<file path="src/rtl/div_operand_sequencer_if.sv">
// Handshake and divider-bus signal bundle for div_operand_sequencer.
// The slave modport is the sequencer's view; master is the surrounding environment.
interface div_operand_sequencer_if #(
  parameter int unsigned W = 6
) ();
  logic           in_valid;
  logic           in_ready;
  logic [2*W-1:0] in_dividend;
  logic [W-1:0]   in_divisor;
  logic           div_start;
  logic [W-1:0]   div_bus;
  logic [W-1:0]   div_q;
  logic [W-1:0]   div_r;
  logic           div_done;
  logic           out_valid;
  logic           out_ready;
  logic [W-1:0]   out_q;
  logic [W-1:0]   out_r;
  logic [1:0]     out_err;
  logic           busy;

  modport slave (
    input  in_valid, in_dividend, in_divisor, div_q, div_r, div_done, out_ready,
    output in_ready, div_start, div_bus, out_valid, out_q, out_r, out_err, busy
  );

  modport master (
    output in_valid, in_dividend, in_divisor, div_q, div_r, div_done, out_ready,
    input  in_ready, div_start, div_bus, out_valid, out_q, out_r, out_err, busy
  );
endinterface

</file>
<file path="src/rtl/div_operand_sequencer.sv">
// Front-end for the restoring divider: accepts operands, traps zero/overflow cases, serializes
// the operands onto the shared divider bus, waits for done and holds the result for downstream.
module div_operand_sequencer #(
  parameter int unsigned W       = 6,
  parameter int unsigned TIMEOUT = 64
) (
  input logic                   clk,
  input logic                   rst,
  div_operand_sequencer_if.slave bus
);

  localparam int unsigned TW = (TIMEOUT > 2) ? $clog2(TIMEOUT) : 1;

  typedef enum logic [2:0] {
    StIdle, StStart, StHi, StLo, StDiv, StWait, StResp
  } state_e;

  state_e         state_q, state_d;
  logic [2*W-1:0] a_q;
  logic [W-1:0]   b_q;
  logic [W-1:0]   q_q;
  logic [W-1:0]   r_q;
  logic [1:0]     err_q;
  logic           done_d;
  logic [TW-1:0]  timer_q;

  logic accept, div_zero, overflow, done_rise, timeout;

  assign accept    = bus.in_valid && (state_q == StIdle);
  assign div_zero  = (bus.in_divisor == '0);
  // Quotient fits W bits only when the dividend's upper slice is below the divisor.
  assign overflow  = (bus.in_dividend[2*W-1:W] >= bus.in_divisor);
  // Edge detect so a done level left over from a prior operation is ignored.
  assign done_rise = bus.div_done && !done_d;
  assign timeout   = (timer_q == TW'(TIMEOUT - 1));

  always_ff @(posedge clk or negedge rst) begin
    if (!rst) begin
      state_q <= StIdle;
    end else begin
      state_q <= state_d;
    end
  end

  always_comb begin
    state_d = state_q;
    unique case (state_q)
      StIdle:  if (accept) state_d = (div_zero || overflow) ? StResp : StStart;
      StStart: state_d = StHi;
      StHi:    state_d = StLo;
      StLo:    state_d = StDiv;
      StDiv:   state_d = StWait;
      StWait:  if (done_rise || timeout) state_d = StResp;
      StResp:  if (bus.out_ready) state_d = StIdle;
      default: state_d = StIdle;
    endcase
  end

  always_comb begin
    bus.in_ready  = (state_q == StIdle);
    bus.busy      = (state_q != StIdle);
    bus.div_start = (state_q == StStart);
    bus.out_valid = (state_q == StResp);
    bus.out_q     = q_q;
    bus.out_r     = r_q;
    bus.out_err   = err_q;
    unique case (state_q)
      StHi:    bus.div_bus = a_q[2*W-1:W];
      StLo:    bus.div_bus = a_q[W-1:0];
      StDiv:   bus.div_bus = b_q;
      default: bus.div_bus = '0;
    endcase
  end

  always_ff @(posedge clk or negedge rst) begin
    if (!rst) begin
      a_q     <= '0;
      b_q     <= '0;
      q_q     <= '0;
      r_q     <= '0;
      err_q   <= 2'b00;
      done_d  <= 1'b0;
      timer_q <= '0;
    end else begin
      done_d <= bus.div_done;
      if (accept) begin
        a_q <= bus.in_dividend;
        b_q <= bus.in_divisor;
        if (div_zero) begin
          q_q   <= '0;
          r_q   <= '0;
          err_q <= 2'b01;
        end else if (overflow) begin
          q_q   <= '0;
          r_q   <= '0;
          err_q <= 2'b10;
        end
      end
      if (state_q == StDiv) begin
        timer_q <= '0;
      end
      if (state_q == StWait) begin
        timer_q <= timer_q + 1'b1;
        if (done_rise) begin
          q_q   <= bus.div_q;
          r_q   <= bus.div_r;
          err_q <= 2'b00;
        end else if (timeout) begin
          q_q   <= '0;
          r_q   <= '0;
          err_q <= 2'b11;
        end
      end
    end
  end

endmodule

</file>
<file path="src/flat_wrapper.sv">
// flat-port wrapper written by rule: the top's interface ports become plain ports
module div_operand_sequencer_flat 
#(
  parameter int unsigned W       = 6,
  parameter int unsigned TIMEOUT = 64
)
  (clk, rst, bus_in_valid, bus_in_dividend, bus_in_divisor, bus_div_q, bus_div_r, bus_div_done, bus_out_ready, bus_in_ready, bus_div_start, bus_div_bus, bus_out_valid, bus_out_q, bus_out_r, bus_out_err, bus_busy);
  div_operand_sequencer_if #(.W(W)) bus_i ();
  input logic clk;
  input logic rst;
  input wire logic [$bits(bus_i.in_valid)-1:0] bus_in_valid;
  input wire logic [$bits(bus_i.in_dividend)-1:0] bus_in_dividend;
  input wire logic [$bits(bus_i.in_divisor)-1:0] bus_in_divisor;
  input wire logic [$bits(bus_i.div_q)-1:0] bus_div_q;
  input wire logic [$bits(bus_i.div_r)-1:0] bus_div_r;
  input wire logic [$bits(bus_i.div_done)-1:0] bus_div_done;
  input wire logic [$bits(bus_i.out_ready)-1:0] bus_out_ready;
  output wire logic [$bits(bus_i.in_ready)-1:0] bus_in_ready;
  output wire logic [$bits(bus_i.div_start)-1:0] bus_div_start;
  output wire logic [$bits(bus_i.div_bus)-1:0] bus_div_bus;
  output wire logic [$bits(bus_i.out_valid)-1:0] bus_out_valid;
  output wire logic [$bits(bus_i.out_q)-1:0] bus_out_q;
  output wire logic [$bits(bus_i.out_r)-1:0] bus_out_r;
  output wire logic [$bits(bus_i.out_err)-1:0] bus_out_err;
  output wire logic [$bits(bus_i.busy)-1:0] bus_busy;
  assign bus_i.in_valid = bus_in_valid;
  assign bus_i.in_dividend = bus_in_dividend;
  assign bus_i.in_divisor = bus_in_divisor;
  assign bus_i.div_q = bus_div_q;
  assign bus_i.div_r = bus_div_r;
  assign bus_i.div_done = bus_div_done;
  assign bus_i.out_ready = bus_out_ready;
  assign bus_in_ready = bus_i.in_ready;
  assign bus_div_start = bus_i.div_start;
  assign bus_div_bus = bus_i.div_bus;
  assign bus_out_valid = bus_i.out_valid;
  assign bus_out_q = bus_i.out_q;
  assign bus_out_r = bus_i.out_r;
  assign bus_out_err = bus_i.out_err;
  assign bus_busy = bus_i.busy;
  div_operand_sequencer #(.W(W), .TIMEOUT(TIMEOUT)) u_core (.clk(clk), .rst(rst), .bus(bus_i));
endmodule
</file>
<file path="config.mk">
export PLATFORM = sky130hd
export DESIGN_NAME = div_operand_sequencer_flat
export DESIGN_NICKNAME = d
export VERILOG_FILES = /design/src/rtl/div_operand_sequencer_if.sv /design/src/rtl/div_operand_sequencer.sv /design/src/flat_wrapper.sv
export SDC_FILE = /design/constraint.sdc
export NUM_CORES = 1
export LEC_CHECK = 0
export CORE_MARGIN = 10
export CORE_UTILIZATION = 51
export CTS_CLUSTER_SIZE = 20
export DETAILED_ROUTE_END_ITERATION = 6
export GPL_TIMING_DRIVEN = 0
export PLACE_DENSITY = 0.84
export SKIP_LAST_GASP = 1
export SLEW_MARGIN = 25
export SYNTH_ARGS = -nofsm -noshare
export SYNTH_HDL_FRONTEND = slang
export SYNTH_SLANG_ARGS = --single-unit
</file>
<file path="constraint.sdc">
create_clock -name clk -period 4.6 [get_ports clk]
set_input_delay 0.92 -clock clk [delete_from_list [all_inputs] [get_ports clk]]
set_output_delay 0.92 -clock clk [all_outputs]
set_load 0.01 [all_outputs]
</file>
# Yosys cells after proc, flatten, opt, wreduce, memory -nomap -nowiden

Index checks and enable logic that the tools add are counted.

Logic and storage cells: 56
Output and inout bits: 24
Flip-flop bits (word level): 42

$lt $le $gt $ge: 1
Reduce and logical (&&, ||, !) cells: 10
Eq/ne operators: 10
Mux-type cells: 26
Add/sub/neg operators: 1

Operator list:

| cell                                                                  | count |
|---|---|
| 6-bit 2-to-1 mux                                                      | 14 |
| 3-bit one-hot mux with 7 select lines                                 | 1 |
| 6-bit one-hot mux with 3 select lines                                 | 1 |
| 2-bit 2-to-1 mux                                                      | 6 |
| 3-bit 2-to-1 mux                                                      | 4 |
| 3-bit equality test, second input constant                            | 3 |
| 6-bit by 1-bit adder with 6-bit output, second input constant         | 1 |
| 3-bit by 2-bit equality test with 1-bit output, second input constant | 2 |
| 6-bit equality test, second input constant                            | 1 |
| 6-bit greater-or-equal comparator                                     | 1 |
| 6-bit logical NOT                                                     | 1 |
| 2-bit by 1-bit != test with 1-bit output, second input constant       | 2 |
| 3-bit by 1-bit equality test with 1-bit output, second input constant | 1 |
| 3-bit logical NOT                                                     | 1 |
| 3-bit AND reduction                                                   | 1 |
| 3-bit nonzero test                                                    | 1 |
| 1-bit logical AND                                                     | 2 |
| 1-bit logical OR                                                      | 2 |
| 2-bit != test, second input constant                                  | 1 |
| 2-bit nonzero test                                                    | 1 |
| 1-bit logical NOT                                                     | 1 |

# Longest topological paths before layout

Depth after elaboration: 7
Mapped depth: 8
Gate-level depth less buffers: 7

# Worst setup path before layout

Ideal clock, no wire load.

Path type: input -> register
Start point: input port bus_in_divisor[5]
End point: register u_core.q_q[0] (netlist: u_core.bus.out_q[0])
Data arrival time: 2105 ps
Setup time: 121 ps
Slack: 2374 ps
Buffers on the path: 1
Stages: 8
Cells stage by stage: inv_1 > ha_1 > nand2_1 > o21ai_0 > a21oi_1 > o211a_1 > buf_6 > a22o_1

Cells in the longest elaborated chain, start to end: 7
Elaborated cells on any way between the ends: 8

RTL lines:

| item                              | line                         | source |
|---|---|---|
| from (decl)                       | flat_wrapper.sv:13           | `input wire logic [$bits(bus_i.in_divisor)-1:0] bus_in_divisor;` |
| 6-bit greater-or-equal comparator | div_operand_sequencer.sv:32  | `assign overflow = (bus.in_dividend[2*W-1:W] >= bus.in_divisor);` |
| 6-bit 2-to-1 mux                  | div_operand_sequencer.sv:93  | `end else if (overflow) begin` |
| 6-bit 2-to-1 mux *                | div_operand_sequencer.sv:89  | `if (div_zero) begin` |
| 6-bit 2-to-1 mux *                | div_operand_sequencer.sv:86  | `if (accept) begin` |
| 6-bit 2-to-1 mux                  | div_operand_sequencer.sv:108 | `end else if (timeout) begin` |
| 6-bit 2-to-1 mux                  | div_operand_sequencer.sv:104 | `if (done_rise) begin` |
| 6-bit 2-to-1 mux *                | div_operand_sequencer.sv:102 | `if (state_q == StWait) begin` |
| to (signal assigned)              | div_operand_sequencer.sv:105 | `q_q <= bus.div_q;` |
| to (decl)                         | div_operand_sequencer.sv:21  | `logic [W-1:0] q_q;` |

Every way passes the cells marked *; elsewhere a longest branch is shown, timed or not.
A chain may end at the register's enable or synchronous reset.

# Worst setup path after layout

Start point: register u_core.state_q[0]
End point: output port bus_div_bus[3]

Cells in the longest elaborated chain, start to end: 2
Elaborated cells on any way between the ends: 4

RTL lines:

| item                                                                                  | line                        | source |
|---|---|---|
| from (decl)                                                                           | div_operand_sequencer.sv:18 | `state_e state_q, state_d;` |
| from (signal assigned)                                                                | div_operand_sequencer.sv:39 | `state_q <= StIdle;` |
| from (signal assigned)                                                                | div_operand_sequencer.sv:41 | `state_q <= state_d;` |
| 3-bit equality test or 3-bit by 2-bit equality test with 1-bit output (tied branches) | div_operand_sequencer.sv:67 | `unique case (state_q)` |
| 6-bit one-hot mux with 3 select lines *                                               | div_operand_sequencer.sv:67 |  |
| to (decl)                                                                             | flat_wrapper.sv:20          | `output wire logic [$bits(bus_i.div_bus)-1:0] bus_div_bus;` |

Marks and branches as above.

==> impl_metrics.py <==
metrics = {
    "sta": {
        "slew_violations": 0,
        "finalSetupTns_ns": 0,
        "worstMarginPinSlew_ns": 0.6486,
        "setup_violations": 0,
        "rsz0062_at_grt": "false",
        "period_share_pct": 69.49,
        "setup_ws_ns": 1.403,
        "max_freq_mhz": 312.8,
        "clock_skew_ns": 0.004310,
        "finalHoldViolations": 0,
        "slew_headroom_pct": 56.76,
        "fin_crit_ns": 3.197,
    },
    "drt": {
        "ant_nets": 0,
        "drcViolationCount": 0,
        "vias": 1728,
        "routed_via_density": 5.236,
        "drt_first_pass_iters": 4,
        "maxUsedRoutingLayer": "met4",
        "dr_wl_met2_um": 2527,
        "wl_um": 5147,
        "drtIter0Drc": 124,
        "wl_met1_um": 2166,
        "wl_per_cell_um": 15.60,
        "met3WireLength_um": 382,
    },
    "yosys": {
        "synth_area_leaders": "dfrtp_1 (51%), nand2_1 (10%), a22o_1 (5.1%)",
        "synthMostInstantiatedCell": "nand2_1",
        "synthArstFlopShare_pct": 100.0,
        "synthesis.nets": 257,
        "synth_xor_xnor_area_share_pct": 0.4279,
        "synth_area_leader_cell": "dfrtp_1",
        "syn_area_um2": 2047,
        "ys_seq_elements": 42,
        "synth_mux_area_share_pct": 3.423,
        "synth_top_family_by_area": "simple AND/OR/NAND/NOR gates",
        "dominantRegCellSynth": "dfrtp_1",
        "syn_avg_cell_area_um2": 9.521,
        "synth_commonest_cells": "nand2_1 (56), dfrtp_1 (42), o21ai_0 (14)",
        "synth_cells": 215,
        "yosys_warnings": 0,
        "ys_types": 36,
        "synthAdderAreaFrac_pct": 4.279,
        "synthSimpleGateAreaFrac_pct": 19.99,
        "yosysSeqAreaShare_pct": 51.34,
        "yosysTopAreaCellShare_pct": 51.34,
        "synth_edf_count": 0,
        "synth-compound-area-share_pct": 16.14,
    },
    "global_routing": {
        "grt_max_degree": 24,
        "grt_pass1_vias": 1778,
        "antenna_found_initial": 0,
        "gr-total-overflow": 0,
        "grt_util_all_layers_pct": 14.47,
        "grt_pass1_wl_um": 8438,
    },
    "clocking": {
        "clk_latency_ns": 0.29,
        "cts_hold_buf": 0,
        "root_buffer": "clkbuf_8",
        "clkTransAtPathRegs_ns": 0.07,
        "cts_setup_buffers": 0,
        "htree_num_levels": 2,
        "cts_made_buffers": 5,
        "cts_resized": 0,
        "cts.sinks": 42,
        "cts_tree": "built",
        "clock_path_buffers": 2,
    },
    "floorplanning": {
        "die_w_um": 83.36,
        "io_pins": 59,
        "design.die.area_um2": 6948,
        "die_y_um": 83.36,
        "num_rows": 22,
        "core_um2": 3771,
        "start_util_pct": 54.28,
    },
    "setup_path": {
        "critPathMaxFanout": 10,
        "start_kind": "register",
        "worstSetupPathType": "reg -> out",
        "worst_setup_path_end_kind": "primary output",
        "worstPathRequired_ns": 3.68,
        "crit_arrival_ns": 2.28,
    },
    "cells_and_area": {
        "insertedDiodeCount": 0,
        "syn_to_final_growth_pct": 36.86,
        "fillers": 278,
        "nets": 323,
        "drive_gt1_share_pct": 6.383,
    },
    "placed_design": {
        "dp_hpwl_um": 3985,
        "port_buffers": 58,
        "place_congestion": 0.8446,
        "pre_cts_ws_ns": 1.682,
    },
    "flow_run": {
        "max_cap_violations": 0,
    },
    "power_and_ir_drop": {
        "power_leakage_uw": 0.001315,
        "powerDensity_nw_per_um2": 562.2,
        "peakVddDrop_mv": 0.3235,
    },
    "min_path": {
        "worstHoldPathType": "reg -> reg",
    },
    "outcome": {
        "status": "finished, final reports clean",
    },
}
[worst max-delay path: stages (launching register included)]
cell	delay, ns
dfrtp_1	0.47
clkbuf_1	0.54
mux2i_1	0.16
o21ai_0	0.23
clkdlybuf4s50_1	0.58
[path summary, 6_finish.rpt]
| check | start | endpoint | slack (ns) | depth (start not counted) |
|---|---|---|---|---|
| setup / recovery | u_core.state_q[0] | bus_div_bus[3] | 1.40 | 4 |
| hold / removal | u_core.b_q[0] | u_core.b_q[0] | 0.48 | 2 |
| setup reg to reg | u_core.state_q[1] | u_core.bus.out_r[1] | 2.82 | 7 |
| hold reg to reg | u_core.b_q[0] | u_core.b_q[0] | 0.48 | 2 |
| max in group asynchronous | rst | u_core.b_q[2] | 3.56 | 2 |
| min in group asynchronous | rst | u_core.bus.out_q[1] | 0.58 | 1 |
[stage by stage]
| stage | total power, uW | utilization [%] | hold WS, ns | cell area [um^2] | instances |
|---|---|---|---|---|---|
| floorplan | 1007 | - | 0.4450 | 2047 | 215 |
| global placement | 1319 | 71.27 | 0.4560 | 2688 | 321 |
| detailed placement | 1344 | 71.86 | 0.4636 | 2710 | 322 |
| CTS | 1590 | 74.29 | 0.4823 | 2801 | 330 |
| global route | 1686 | 74.29 | 0.5013 | 2801 | 330 |
| finish | 1575 | 74.29 | 0.4826 | 2801 | 330 |
[cells in the final DEF, fill, tap and decap left out, types with 2 or more instances in the layout]
master           instances
clkdlybuf4s50_1         57
nand2_1                 56
dfrtp_1                 42
o21ai_0                 14
nor2_1                  12
a22o_1                  12
inv_1                    8
clkbuf_1                 7
mux2i_1                  7
ha_1                     7
a21oi_1                  6
o21ai_1                  6
clkbuf_8                 6
nand2b_1                 5
nor3_1                   3
buf_2                    3
and3_1                   3
a211oi_1                 3
buf_6                    2
clkinv_2                 2
nand3_1                  2
a21o_1                   2
[area by class of cell]
cell class / count / area (um^2) / share of cell area (%)
timing repair buffer: 59 / 603.1 / 21.53
buffer: 10 / 55.05 / 1.965
clock inverter: 1 / 5.005 / 0.1787
multi-input combinational: 154 / 905.9 / 32.34
tap: 48 / 60.06 / 2.144
sequential: 42 / 1051 / 37.52
clock buffer: 7 / 86.33 / 3.082
inverter: 9 / 35.03 / 1.251
[logic make-up (layout without fill, tap and decap cells)]
| group | after synthesis | after routing |
|---|---|---|
| AND/OR/NAND/NOR | 89 | 89 |
| AO/OA/AOI/OAI | 50 | 50 |
| flip-flops | 42 | 42 |
| buffers and inverters | 19 | 86 |
| adder cells (fa/ha/maj) | 7 | 7 |
| multiplexers | 7 | 7 |
| XOR/XNOR | 1 | 1 |
[flip-flops by register name (all words and copies together), names as in the netlist]
register,flops
u_core.a_q,12
u_core.bus.out_q,6
u_core.bus.out_err,2
u_core.state_q,3
u_core.timer_q,6
u_core.bus.out_r,6
u_core.done_d,1
u_core.b_q,6
[layer usage]
metal | global-route usage [%] | up-vias
met3 | 4.297 | 7
met4 | 5.538 | 0
met5 | 0 | -
met1 | 16.86 | 799
met2 | 24.23 | 50
li1 | - | 872
[power breakdown]
group,switching [uW],internal (uW)
Clock,120,121
Combinational,347,369
Sequential,99.0,518
Total,566,1010
(Power assumes the default switching activity.)
==> RTL change 1 (config.mk and constraints unchanged) <==
`TIMEOUT` is set to 64 in 2 places; all go to 128.
--- a/src/rtl/div_operand_sequencer.sv
+++ b/src/rtl/div_operand_sequencer.sv
@@ -4,3 +4,3 @@
   parameter int unsigned W       = 6,
-  parameter int unsigned TIMEOUT = 64
+  parameter int unsigned TIMEOUT = 128
 ) (
--- a/src/flat_wrapper.sv
+++ b/src/flat_wrapper.sv
@@ -4,3 +4,3 @@
   parameter int unsigned W       = 6,
-  parameter int unsigned TIMEOUT = 64
+  parameter int unsigned TIMEOUT = 128
 )
Function: no difference found for any inputs over 10 cycles, from zero or initial values and one cycle with rst low; that may be too few to reach the edited logic, so the function may still have changed.
==> RTL change 1 against the original RTL <==
Critical endpoint is now bus_div_bus[1]; final cell count increased by 13%; clock power up 8.3%; sequential cell count rose by 1; power is 6.7% higher; wire length increased by 10%; design area grew 8.6%; die area is 8.6% higher; area after synthesis is 11% higher; worst setup slack improved by 3.3 ps; sequential share of layout area shrank 2.1 points.
==> RTL change 1: results (changes against the original RTL) <==
| Metric | Value |
|---|---|
| Fill cells | 356 (+28%) |
| Peak supply drop | 290.1 uV (-10%) |
| Adder-cell share of the synthesized area | 3.840% (-0.44 points) |
| Clock Skews | 5.151 ps (+0.8408 ps) |
| Layout Nets | 362 (+12%) |
| Pin count of the biggest net entering global routing | 32 (+33%) |
| Wire length after detailed routing | 5668 um (+10%) |
| Xor/xnor share of the synthesized area | 0% (-0.43 points) |
| Pre-CTS WS | 1437 ps (-245.3 ps) |
| Total power after layout | 1.681 mW (+6.7%) |
| Mux cell area share after synthesis | 3.950% (+0.53 points) |
| Detailed-route via count | 2022 (+17%) |
| Slew @ Worst Pin | 636.3 ps (-12.29 ps) |
| Sequential cell area fraction in the yosys report | 47.17% (-4.2 points) |
| Global-route total usage across every layer | 14.98% (+0.51 points) |
| Syn Nets | 296 (+15%) |
| Ratio of cells with drive above 1 in the final layout | 8.723% (+2.3 points) |
| Final weighted congestion in routability-driven placement | 0.8710 (+3.1%) |
| Most numerous cell types in the synthesized netlist | 84 x sky130_fd_sc_hd__nand2_1, 43 x sky130_fd_sc_hd__dfrtp_1, 13 x sky130_fd_sc_hd__o21ai_0 |
| Wire length of the first global-routing pass | 9377 um (+11%) |
| Distinct cell type count of the synthesized netlist | 41 (+14%) |
| H-tree Lvls | 2 (unchanged) |
| Detailed Route Iter0 Violations | 142 (+15%) |
| Count of cells resized by post-cts repair | 0 (unchanged) |
| Number of placed instances, taps included | 365 (+13%) |
| Startpoint of the worst hold path | u_core.a_q[7] |
| Static leakage | 1.404 nW (+6.8%) |
| Worst hold slack after final layout | 479.7 ps (-2.872 ps) |
| Final HPWL from detailed placement | 4446 um (+12%) |
| Count of antenna diodes in the layout | 0 (unchanged) |
| Minimum setup slack among reg-to-reg paths | 2750 ps (-70 ps) |
| Total area of sequential cells | 1076 um^2 (+2.4%) |
| Total cell area at the placement stage | 2942 um^2 (+8.5%) |
| Via/cell ratio | 5.421 (+3.5%) |
| Reg2Reg Capture Point | u_core.bus.out_q[3] |
| Number of hold violations in the final report | 0 (unchanged) |
| Leading post-synthesis cells by cell area | sky130_fd_sc_hd__dfrtp_1 47%, sky130_fd_sc_hd__nand2_1 14%, sky130_fd_sc_hd__o31ai_2 5.5% |
| Synthesized area per cell | 8.980 um^2 (-5.7%) |
| Outcome | finished clean |
| Int Power | 1.054 mW (+4.5%) |
| Count of cells along the worst hold path | 2 (unchanged) |
| Share of the synthesized area in compound gates (AO/OA/AOI/OAI) | 18.21% (+2.1 points) |
| Worst reg-to-reg path cell count | 7 (unchanged) |
| Vias in the first global route | 2119 (+19%) |
| Critical Path Slowest Stage Cell | sky130_fd_sc_hd__clkdlybuf4s50_1 |
| R2r startpoint | u_core.state_q[0] |
RTL change 1: cell count changes in the layout (fill, tap and decap cells not counted), moves of 2 or more:
| cell | unedited run | this run |
|---|---|---|
| sky130_fd_sc_hd__o31ai_2 | 0 | 10 |
| sky130_fd_sc_hd__clkbuf_1 | 7 | 10 |
| sky130_fd_sc_hd__a21oi_1 | 6 | 4 |
| sky130_fd_sc_hd__nand3_1 | 2 | 8 |
| sky130_fd_sc_hd__mux2i_1 | 7 | 9 |
| sky130_fd_sc_hd__a22o_1 | 12 | 1 |
| sky130_fd_sc_hd__clkinv_2 | 2 | 0 |
| sky130_fd_sc_hd__nor2_1 | 12 | 7 |
| sky130_fd_sc_hd__nand2_1 | 56 | 84 |
| sky130_fd_sc_hd__o221a_1 | 0 | 2 |
RTL change 1: kinds of logic after synthesis:
| group | after synthesis |
|---|---|
| flip-flops | 43 |
| multiplexers | 9 |
| buffers and inverters | 24 |
| adder cells (fa/ha/maj) | 7 |
| AND/OR/NAND/NOR | 118 |
| AO/OA/AOI/OAI | 53 |
RTL change 1: tightest hold or removal path, delay by kind of cell (launching register included):
| kind | cells | cell delay, ps |
|---|---|---|
| DFF | 1 | 350 |
| and+or+nand+nor | 2 | 100 |
RTL change 1: worst max path at each step:
stage	start	end	slack (ps)	cells past startpoint
CTS	u_core.state_q[1]	bus_div_bus[1]	1400	7
detailed placement	bus_in_divisor[2]	u_core.state_q[2]	1440	7
finish	u_core.state_q[1]	bus_div_bus[1]	1410	7
global route	u_core.state_q[2]	bus_div_bus[1]	1230	6
floorplan	bus_in_divisor[2]	u_core.state_q[2]	2170	6
global placement	bus_in_divisor[2]	u_core.state_q[2]	1500	7
RTL change 1: cell type report:
class | instances | share of cell area [%]
Inverter | 10 | 1.234
Timing Repair Buffer | 59 | 19.58
Clock buffer | 8 | 3.291
Multi-Input combinational cell | 187 | 36.20
Buffer | 14 | 2.180
Tap cell | 52 | 2.139
Sequential cell | 43 | 35.38
RTL change 1: power groups by stage:
| stage | registers, mW | logic, mW | clock network [mW] |
|---|---|---|---|
| finish | 0.639 | 0.781 | 0.261 |
| global route | 0.659 | 0.869 | 0.278 |
| floorplan | 0.648 | 0.431 | 0 |
| detailed placement | 0.644 | 0.788 | 0 |
| global placement | 0.638 | 0.758 | 0 |
| CTS | 0.637 | 0.791 | 0.263 |
RTL change 1: metal layers:
| layer | up-vias | track usage, % | part of all wire, % |
|---|---|---|---|
| met5 | - | 0 | 0 |
| li1 | 1008 | - | - |
| met2 | 60 | 24.72 | 48 |
| met3 | 10 | 4.588 | 7.3 |
| met4 | 0 | 5.155 | 1.2 |
| met1 | 944 | 17.95 | 44 |
==> RTL change 2 (same flow settings) <==
Made on the original files. Re-encode `state_e` (7 states) as one-hot, 7 bits wide.
--- a/src/rtl/div_operand_sequencer.sv
+++ b/src/rtl/div_operand_sequencer.sv
@@ -13,4 +13,4 @@
 
-  typedef enum logic [2:0] {
-    StIdle, StStart, StHi, StLo, StDiv, StWait, StResp
+  typedef enum logic [6:0] {
+    StIdle = 7'b0000001, StStart = 7'b0000010, StHi = 7'b0000100, StLo = 7'b0001000, StDiv = 7'b0010000, StWait = 7'b0100000, StResp = 7'b1000000
   } state_e;
Check against the original RTL: same outputs for any inputs over 10 cycles, from zero or initial values and one cycle with rst low; not proved beyond that.
==> RTL change 2 against the original RTL <==
Worst setup slack worse by 760 ps; register-to-register slack worse by 370 ps; largest power group is now sequential cells; wire length up 13%; sequential cell count up 4; sequential power down 10%; area after synthesis up 12%; design area up 8.6%; highest routed layer unchanged; critical path type unchanged; power down 21%; critical path depth up 3.
==> RTL change 2: results (changes against the original RTL) <==
| Metric | Value |
|---|---|
| Number of multi-input logic gates | 158 (+2.6%) |
| R2r startpoint | u_core.timer_q[0] |
| Endpoint of the worst hold path | u_core.a_q[9] |
| Clock-cell share | 2.961% (-0.30 points) |
| Total area of sequential cells | 1152 um^2 (+9.6%) |
| Reg2Reg Capture Point | u_core.bus.out_q[1] |
| Synthesized area per cell | 9.764 um^2 (+2.6%) |
| Utilization after layout | 69.89% (-4.4 points) |
| Sequential cell area fraction in the yosys report | 50.44% (-0.91 points) |
| Critical Path Slowest Stage Cell | sky130_fd_sc_hd__nor3_1 |
| Inverters | 17 (+8) |
| Final routed wire length divided by cell count | 16.46 um (+5.5%) |
| Met1 wire length | 2521 um (+16%) |
| CP arrival | 3040 ps (+760 ps) |
| Static leakage | 1.421 nW (+8.1%) |
| Syn Nets | 276 (+7.4%) |
| Final HPWL from detailed placement | 4374 um (+9.7%) |
| Worst stage delay on the critical path | 690 ps (+110 ps) |
| Crit path max-delay family | simple AND/OR/NAND/NOR gates |
| Pin count of the biggest net entering global routing | 25 (+4.2%) |
| Most numerous cell types in the synthesized netlist | 52 x sky130_fd_sc_hd__nand2_1, 45 x sky130_fd_sc_hd__dfrtp_1, 17 x sky130_fd_sc_hd__inv_1 |
| Detailed Route Iter0 Violations | 117 (-5.6%) |
| Slew headroom | 44.95% (-12 points) |
| Clock Sink Count | 46 (+9.5%) |
| Sum of met3 wire segment lengths after detailed routing | 439 um (+15%) |
| CP Max Fanout | 7 (-3) |
| Nonclk buf count | 72 (+4.3%) |
| Pre-CTS WS | 1013 ps (-669.4 ps) |
| Fill cells | 311 (+12%) |
| Multi-input gate area | 1002 um^2 (+11%) |
| Clock Skews | 4.358 ps (+0.04774 ps) |
| Pre-antenna DRT Iters | 7 (+3) |
| Outcome | finished clean |
| Startpoint of the worst hold path | u_core.a_q[9] |
| Non-clock buffer contribution to total cell area | 22.00% (-1.5 points) |
| Final weighted congestion in routability-driven placement | 0.8949 (+6.0%) |
| Worst hold slack after final layout | 481.5 ps (-1.056 ps) |
| Vias in the first global route | 2058 (+16%) |
-- RTL change 2: cell count changes in the layout (fill, tap and decap cells not counted), moves of 4 or more --
| cell | delta |
|---|---|
| sky130_fd_sc_hd__mux2i_1 | -7 |
| sky130_fd_sc_hd__o21ai_1 | -5 |
| sky130_fd_sc_hd__a222oi_1 | +6 |
| sky130_fd_sc_hd__inv_1 | +9 |
| sky130_fd_sc_hd__nor2_1 | -8 |
| sky130_fd_sc_hd__nand2_1 | -4 |
-- RTL change 2: kinds of logic after synthesis --
kind of cell	Yosys count	synth area share, %
simple gates	89	20.43
compound gates	60	18.84
flops	46	50.44
buf+inv	30	5.695
fa+ha+maj	7	3.833
xor+xnor	2	0.7668
-- RTL change 2: worst max-delay path by stage --
| stage | startpoint | endpoint | slack [ps] |
|---|---|---|---|
| final | u_core.state_q[6] | bus_div_bus[2] | 640 |
| after global routing | u_core.state_q[6] | bus_div_bus[2] | 440 |
| after global placement | u_core.state_q[6] | bus_div_bus[2] | 1020 |
| after detailed placement | u_core.state_q[6] | bus_div_bus[2] | 1010 |
| after CTS | u_core.state_q[6] | bus_div_bus[2] | 680 |
| after floorplan | u_core.state_q[5] | bus_div_bus[0] | 1960 |
-- RTL change 2: worst reg2reg max path, delay by kind of cell, from the launching register on --
family | cells | cell delay (ps)
AOI/OAI and AO/OA | 3 | 720
adders and majority gates | 1 | 250
buffers and inverters | 1 | 400
DFF | 1 | 430
and+or+nand+nor | 2 | 290
-- RTL change 2: layer usage --
layer,track usage (%),up-vias
li1,-,968
met1,19.66,991
met2,24.78,52
met3,6.086,9
met4,5.891,0
met5,0,-
-- RTL change 2: power by group --
part	switching [mW]	internal (mW)
sequential	0.0533	0.501
clock	0.142	0.107
combinational	0.249	0.192
total	0.444	0.801
